==> src/rtl/arm_pkg.sv <==
// Shared definitions for the ARM-style conditional-execute stage:
// condition codes and flag bit positions.
package arm_pkg;

  typedef enum logic [3:0] {
    EQ = 4'b0000,
    NE = 4'b0001,
    CS = 4'b0010,
    CC = 4'b0011,
    MI = 4'b0100,
    PL = 4'b0101,
    VS = 4'b0110,
    VC = 4'b0111,
    HI = 4'b1000,
    LS = 4'b1001,
    GE = 4'b1010,
    LT = 4'b1011,
    GT = 4'b1100,
    LE = 4'b1101,
    AL = 4'b1110,
    NV = 4'b1111
  } cond_t;

  localparam int N = 3;
  localparam int Z = 2;
  localparam int C = 1;
  localparam int V = 0;

  typedef struct packed {
    logic        valid;
    logic        pcsrc;
    logic        regw;
    logic        memw;
    logic [31:0] result;
    logic [3:0]  wa;
  } m_reg_t;

endpackage

==> src/rtl/cond_check.sv <==
// Combinational evaluation of an ARM condition field
// against a {N,Z,C,V} flag vector.
module cond_check
  import arm_pkg::*;
(
  input  logic [3:0] cond,
  input  logic [3:0] flags,
  output logic       pass
);

  logic n, z, c, v;

  assign n = flags[N];
  assign z = flags[Z];
  assign c = flags[C];
  assign v = flags[V];

  always_comb begin
    pass = 1'b0;
    unique case (cond_t'(cond))
      EQ: pass = z;
      NE: pass = ~z;
      CS: pass = c;
      CC: pass = ~c;
      MI: pass = n;
      PL: pass = ~n;
      VS: pass = v;
      VC: pass = ~v;
      HI: pass = c & ~z;
      LS: pass = ~c | z;
      GE: pass = (n == v);
      LT: pass = (n != v);
      GT: pass = ~z & (n == v);
      LE: pass = z | (n != v);
      AL: pass = 1'b1;
      NV: pass = 1'b0;
    endcase
  end

endmodule

==> src/rtl/cond_exec.sv <==
// Execute-stage conditional logic: architectural flags,
// E->M control register and retired/squashed counters.
module cond_exec
  import arm_pkg::*;
#(
  parameter int CNT_W = 32
) (
  input  logic             clk,
  input  logic             reset,
  input  logic             en,
  input  logic             flush,
  input  logic             valid_e,
  input  logic [3:0]       cond_e,
  input  logic [1:0]       flagw_e,
  input  logic             pcs_e,
  input  logic             regw_e,
  input  logic             memw_e,
  input  logic             nowrite_e,
  input  logic [3:0]       alu_flags,
  input  logic [31:0]      alu_result_e,
  input  logic [3:0]       wa_e,
  output logic             carry_o,
  output logic [3:0]       flags_o,
  output logic             condex_o,
  output logic             valid_m,
  output logic             pcsrc_m,
  output logic             regw_m,
  output logic             memw_m,
  output logic [31:0]      alu_result_m,
  output logic [3:0]       wa_m,
  output logic [CNT_W-1:0] retired_cnt,
  output logic [CNT_W-1:0] squashed_cnt
);

  logic       accepted;
  logic       exec;
  logic [3:0] flags_q;
  m_reg_t     m_q;
  m_reg_t     m_d;

  // Condition sees only committed flags, never the live ALU flags
  cond_check u_cond_check (
    .cond  (cond_e),
    .flags (flags_q),
    .pass  (condex_o)
  );

  assign accepted = en & valid_e & ~flush;
  assign exec     = accepted & condex_o;

  always_comb begin
    m_d        = '0;
    m_d.valid  = valid_e & ~flush;
    m_d.pcsrc  = exec & pcs_e;
    m_d.regw   = exec & regw_e & ~nowrite_e;
    m_d.memw   = exec & memw_e;
    m_d.result = alu_result_e;
    m_d.wa     = wa_e;
  end

  always_ff @(posedge clk or posedge reset) begin
    if (reset) begin
      flags_q <= '0;
    end else if (exec) begin
      if (flagw_e[1]) begin
        flags_q[N] <= alu_flags[N];
        flags_q[Z] <= alu_flags[Z];
      end
      if (flagw_e[0]) begin
        flags_q[C] <= alu_flags[C];
        flags_q[V] <= alu_flags[V];
      end
    end
  end

  always_ff @(posedge clk or posedge reset) begin
    if (reset) begin
      m_q <= '0;
    end else if (en) begin
      m_q <= m_d;
    end
  end

  // Counters stick at all-ones rather than wrapping
  always_ff @(posedge clk or posedge reset) begin
    if (reset) begin
      retired_cnt  <= '0;
      squashed_cnt <= '0;
    end else if (accepted) begin
      if (condex_o) begin
        if (retired_cnt != '1)
          retired_cnt <= retired_cnt + 1'b1;
      end else begin
        if (squashed_cnt != '1)
          squashed_cnt <= squashed_cnt + 1'b1;
      end
    end
  end

  assign flags_o      = flags_q;
  assign carry_o      = flags_q[C];
  assign valid_m      = m_q.valid;
  assign pcsrc_m      = m_q.pcsrc;
  assign regw_m       = m_q.regw;
  assign memw_m       = m_q.memw;
  assign alu_result_m = m_q.result;
  assign wa_m         = m_q.wa;

endmodule

==> config.mk <==
export PLATFORM = sky130hd
export DESIGN_NAME = cond_exec
export DESIGN_NICKNAME = d
export VERILOG_FILES = /design/src/rtl/arm_pkg.sv /design/src/rtl/cond_check.sv /design/src/rtl/cond_exec.sv
export SDC_FILE = /design/constraint.sdc
export NUM_CORES = 1
export LEC_CHECK = 0
export CORE_AREA = 2 2 93 139
export DETAILED_ROUTE_END_ITERATION = 6
export DIE_AREA = 0 0 95 141
export PLACE_DENSITY_LB_ADDON = 0.12
export SLEW_MARGIN = 20
export SYNTH_ARGS = -nofsm -noshare
export SYNTH_HDL_FRONTEND = slang
export SYNTH_SLANG_ARGS = --single-unit
==> constraint.sdc <==
create_clock -name clk -period 3.2 [get_ports clk]
set_clock_uncertainty 0.1 [all_clocks]
set_input_delay 0.48 -clock clk [delete_from_list [all_inputs] [get_ports clk]]
set_output_delay 0.48 -clock clk [all_outputs]
set_load 0.01 [all_outputs]
# ---- Word-level counts from Yosys, hierarchy flattened
# Index checks and enable logic that the tools add are counted.
dict set report classes {
  addsub 2
  eq_ne 19
  muxes 1
  n_bitwise 19
  reduce_logical 5
}
# cell n
set op_table {}
lappend op_table {{$add 32x1->32 const B} 2}
lappend op_table {{$ne 32x32->1 const B} 2}
lappend op_table {{$eq 4x4->1 const B} 8}
lappend op_table {{$eq 4x3->1 const B} 4}
lappend op_table {{$pmux 1 s16} 1}
lappend op_table {{$and 1x1->1} 10}
lappend op_table {{$eq 4x2->1 const B} 2}
lappend op_table {{$not 1->1} 7}
lappend op_table {{$reduce_and 3->1} 2}
lappend op_table {{$eq 4x1->1 const B} 1}
lappend op_table {{$logic_not 4->1} 1}
lappend op_table {{$reduce_and 2->1} 2}
lappend op_table {{$or 1x1->1} 2}
lappend op_table {{$eq 1x1->1} 1}
lappend op_table {{$ne 1x1->1} 1}
dict set report word_totals {
  reg_bits 108
  out_inout_bits 110
  elab_cells 56
}

# ---- Logic depth before layout (Yosys ltp)
dict set report logic_depth {
  ltp_word 6
  ltp_mapped 9
}

# ---- Hierarchy
# Synthesis repeated with hierarchy kept, for this count alone.
dict set report unflattened {
  cells_unflattened 426
  hier_area_um2 5008.6
}
# module instances cells_per_inst area_each_um2
set modules_own_cells {}
lappend modules_own_cells {cond_exec 1 403 4853.4}
lappend modules_own_cells {cond_check 1 23 155.1}

# ---- Worst setup path after synthesis
# No wires, ideal clock.
dict set report synth_path {
  path_kind {input port to output port}
  start {in cond_e[1]}
  end {out condex_o}
  t_arrival_ns 1.867
  required_time_ns 2.620
  path_slack_ns 0.753
  stages 8
  cell_sequence {buf_2 -> nor3_1 -> mux2i_1 -> a211oi_2 -> o31ai_4 -> and2_1 -> clkbuf_1 -> nor2_1}
}
dict set report synth_via {
  elab_chain_cells 2
}
# item line
set synth_lines {}
lappend synth_lines {{start, declared} cond_exec.sv:13} ;# input logic [3:0] cond_e,
lappend synth_lines {{$eq 4x4->1 (tied with other cells)} cond_check.sv:20} ;# unique case (cond_t'(cond))
lappend synth_lines {{$pmux 1 s16 *} cond_check.sv:20}
lappend synth_lines {{end, declared} cond_exec.sv:24} ;# output logic condex_o,
# Mark *: on every way between the ends. The rest lies on a longest branch, timed or not.

# ---- Worst setup path after layout
# Same ends and word-level chain as after synthesis.

==> summary.txt <==
Synthesis
  • Synth unique cells: 47
  • Avg Inst Size Synth: 11.6 µm²
  • Main combinational cell family by area after synthesis: simple AND/OR/NAND/NOR gates
  • Synth Flop Type: dfrtp_1
  • Synth Net Count: 489
  • Area contributors post-synth: dfrtp_1, mux2_2, xor2_1
  • Mux cell area share after synthesis: about a tenth
  • Synth Cell Area: ~5000 µm²
  • Post-synth top cells: dfrtp_1, mux2_2, xor2_1, nand4_1, nor3_1
  • Post-synth top area share: between 50% and 60%
  • Post-synthesis adder-cell area fraction: less than 1%
  • Most area-hungry cell type in the Yosys netlist: dfrtp_1
  • Post-synthesis sequential area ratio: between 50% and 60%
  • Synth Warn #: 0
  • Cells after synthesis: 432
  • Most numerous cell in the Yosys netlist: dfrtp_1
  • Simple-Gate Fraction of Synth Area: about a fifth
  • FF+latch count, synth: ~110
  • Post-synthesis xor/xnor area fraction: 11.3%
  • Number of enable flip-flop cells after synthesis: 0
  • Synth Area in Compound Gates: approximately 2.7%
  • Asr flop ratio synth: between 90% and 100%

Floorplan
  • Die Width: around 95 µm
  • Die area: between 10000 and 15000 µm²
  • Initial Util: slightly above 40%
  • Die height: roughly 140 µm
  • Core Region: roughly 12000 µm²
  • # IOs: ~170
  • Row cnt: 50

Critical path
  • Worst path cell trace: clkdlybuf4s50_1, buf_4, mux2i_1, xnor2_1, a32oi_2, and2_1, nor2_1, dlymetal6s2s_1
  • Critical path capture point type: output pin
  • Buffers & Inverters on Critical Path: 3
  • Setup crit start kind: input pin
  • CP delay by family, top: buffers and inverters
  • Worst path slowest cell: clkdlybuf4s50_1
  • Crit path kind: input pin to output pin
  • CP arrival: 2140 ps
  • CP Data Required Time: approximately 2600 ps
  • CP max FO: 7
  • Largest stage delay, worst path: around 500 ps

Clocking
  • CTS tree: yes
  • Worst-case clock buffer depth: 2
  • PostCTS Resize Cnt: 0
  • Cts hold-fix bufs: 0
  • Root buf cell: clkbuf_16
  • CTS sink cnt: 108
  • Clk slew on worst S/H paths: approximately 70 ps
  • Post-CTS setup buffers: 0
  • CTS Buf Count: 9
  • H-tree depth: 3
  • Clk_lat worst skew: 350 ps

Layout
  • Antenna Cells: 0
  • Fillers: between 1000 and 1500
  • Area Growth Syn to Fin: 43.4%
  • Ratio of cells with drive above 1 in the final layout: about 15%
  • Final nets: 661
  • Final Cell Area: slightly above 7000 µm²
  • Core Util, Final: between 50 and 60%
  • Post-route insts no fill: 765

GRT
  • GR Overflow Total: 0
  • Vias in the first global route: 4084
  • First-pass GRT wire length: 20700 µm
  • Largest net degree at the start of global routing: 52
  • All-layer global routing usage: about 20%
  • Initial antenna violation count: 0

Power
  • Sw Share: 28.5%
  • Internal: ~2.5 mW
  • Clock Power Share: around a third
  • Comb pwr share: between 20% and 30%
  • Leakage: about 3.1 nW
  • Total power: around 3.4 mW
  • Psw: 0.979 mW
  • Sequential cell fraction of total power: 46.6%
  • Power Dens Cells: about 480 nW/µm²
  • Max rail drop VDD: roughly 0.43 mV

Hold path
  • HP Class: flop to flop

Placement
  • Port bufs: around 160
  • Post-DP HPWL: about 9800 µm
  • Placed Area: roughly 6900 µm²
  • GP Congestion: 0.798
  • Placed Instances: approximately 750

STA
  • Worst Max-Slew Pin Slew: 682 ps
  • RSZ-0062 raised after global routing: false
  • Max Slew Vio Count: 0
  • Number of setup violations in the final report: 0
  • Slew HR: a little over half
  • Peak Freq: ~370 MHz
  • TNS Setup: 0 ps
  • Tcrit/Tclk final: 85.1%
  • Endpoints failing hold: 0
  • Minimum clock period: between 2000 and 3000 ps

Detailed routing
  • Vias per cell: ~5.3
  • WL/cell: around 17 µm
  • Final ANT Viol Nets: 0
  • Routed WL: around 13000 µm
  • Drt drc: 0
  • First-pass iteration count of the detailed router: 4
  • Number of DRC markers in iteration 0: around 120
  • Via count: just over 4000

Flow run
  • Max Cap Viol: 0

Outcome
  • Outcome: complete, no violations
registers in the layout, indices dropped and copies added, names as in the netlist:
register      flops
alu_result_m     32
retired_cnt      32
squashed_cnt     32
flags_o           4
wa_m              4
memw_m            1
pcsrc_m           1
regw_m            1
valid_m           1
layer usage:
| layer | wire, µm | track usage (%) | vias up |
|---|---|---|---|
| met5 | 0 | 0 | - |
| met2 | 7120 | 35.9 | 108 |
| met1 | 5040 | 23.1 | 2017 |
| met4 | 310 | 7.32 | 0 |
| li1 | - | - | 1900 |
| met3 | 440 | 3.05 | 20 |
power groups by stage:
stage / combinational [mW] / clock (mW) / sequential, mW
finish: 0.743 / 1.09 / 1.60
global route: 0.800 / 1.19 / 1.62
CTS: 0.750 / 1.13 / 1.60
detailed placement: 0.747 / 0 / 1.63
global placement: 0.732 / 0 / 1.63
floorplan: 0.295 / 0 / 1.67
through the flow:
| step | worst slack, ps | hold WS, ps |
|---|---|---|
| 3_5_place_dp | 73.7 | 372 |
| 2_1_floorplan | 753 | 415 |
| 3_3_place_gp | 99.3 | 365 |
| 5_1_grt | 341 | 414 |
| 6_report | 477 | 387 |
| 4_1_cts | 71.1 | 392 |
cell usage in the layout, fill, tap and decap left out, drive strengths merged, types with 2 or more instances in the layout:
| cell type | netlist | routed |
|---|---|---|
| nand2 | 23 | 23 |
| and3 | 10 | 10 |
| nor3 | 26 | 26 |
| a21oi | 2 | 2 |
| clkinvlp | 0 | 3 |
| buf | 6 | 15 |
| nand4b | 2 | 2 |
| nand2b | 2 | 2 |
| inv | 11 | 14 |
| and4 | 6 | 6 |
| or2 | 2 | 2 |
| dfrtp | 108 | 108 |
| mux2 | 43 | 43 |
| nor4 | 18 | 18 |
| and2 | 5 | 5 |
| clkbuf | 11 | 9 |
| nand3 | 23 | 23 |
| xor2 | 42 | 42 |
| o21ai | 4 | 4 |
| nor3b | 2 | 2 |
| xnor2 | 22 | 22 |
| or4 | 2 | 2 |
| nor2 | 16 | 16 |
| ha | 2 | 2 |
| o21a | 2 | 2 |
| nor4b | 2 | 2 |
| nand4 | 26 | 26 |
| mux2i | 2 | 2 |
| a22o | 2 | 2 |
| clkdlybuf4s50 | 0 | 162 |
worst paths after layout:
| path | start | to | slack, ps | cells after the start |
|---|---|---|---|---|
| setup / recovery | cond_e[1] | condex_o | 480 | 8 |
| hold / removal | valid_m$_DFFE_PP0P_ | valid_m$_DFFE_PP0P_ | 390 | 1 |
| setup reg to reg | retired_cnt[8]$_DFFE_PP0P_ | retired_cnt[28]$_DFFE_PP0P_ | 670 | 7 |
| hold reg to reg | valid_m$_DFFE_PP0P_ | valid_m$_DFFE_PP0P_ | 390 | 1 |
| max in group asynchronous | reset | retired_cnt[14]$_DFFE_PP0P_ | 1910 | 3 |
| min in group asynchronous | reset | alu_result_m[23]$_DFFE_PP0P_ | 410 | 2 |
area by class of cell:
cell class / instances / area (µm²) / area share, %
Inverter: 11 / 45.0 / 0.625
Multi-Input combinational cell: 296 / 2210 / 30.7
Clock inverter: 7 / 68.8 / 0.955
Sequential cell: 108 / 2700 / 37.5
Clock buffer: 9 / 225 / 3.13
Timing Repair Buffer: 178 / 1760 / 24.4
Tap cell: 156 / 195 / 2.71
kinds of logic (layout without fill, tap and decap cells):
| family | after synthesis | after routing |
|---|---|---|
| buffers and inverters | 28 | 205 |
| XOR/XNOR | 64 | 64 |
| AO/OA/AOI/OAI | 16 | 16 |
| AND/OR/NAND/NOR | 169 | 169 |
| flip-flops | 108 | 108 |
| multiplexers | 45 | 45 |
| adder cells (fa/ha/maj) | 2 | 2 |
No activity file was read; power rests on OpenSTA's default activity.
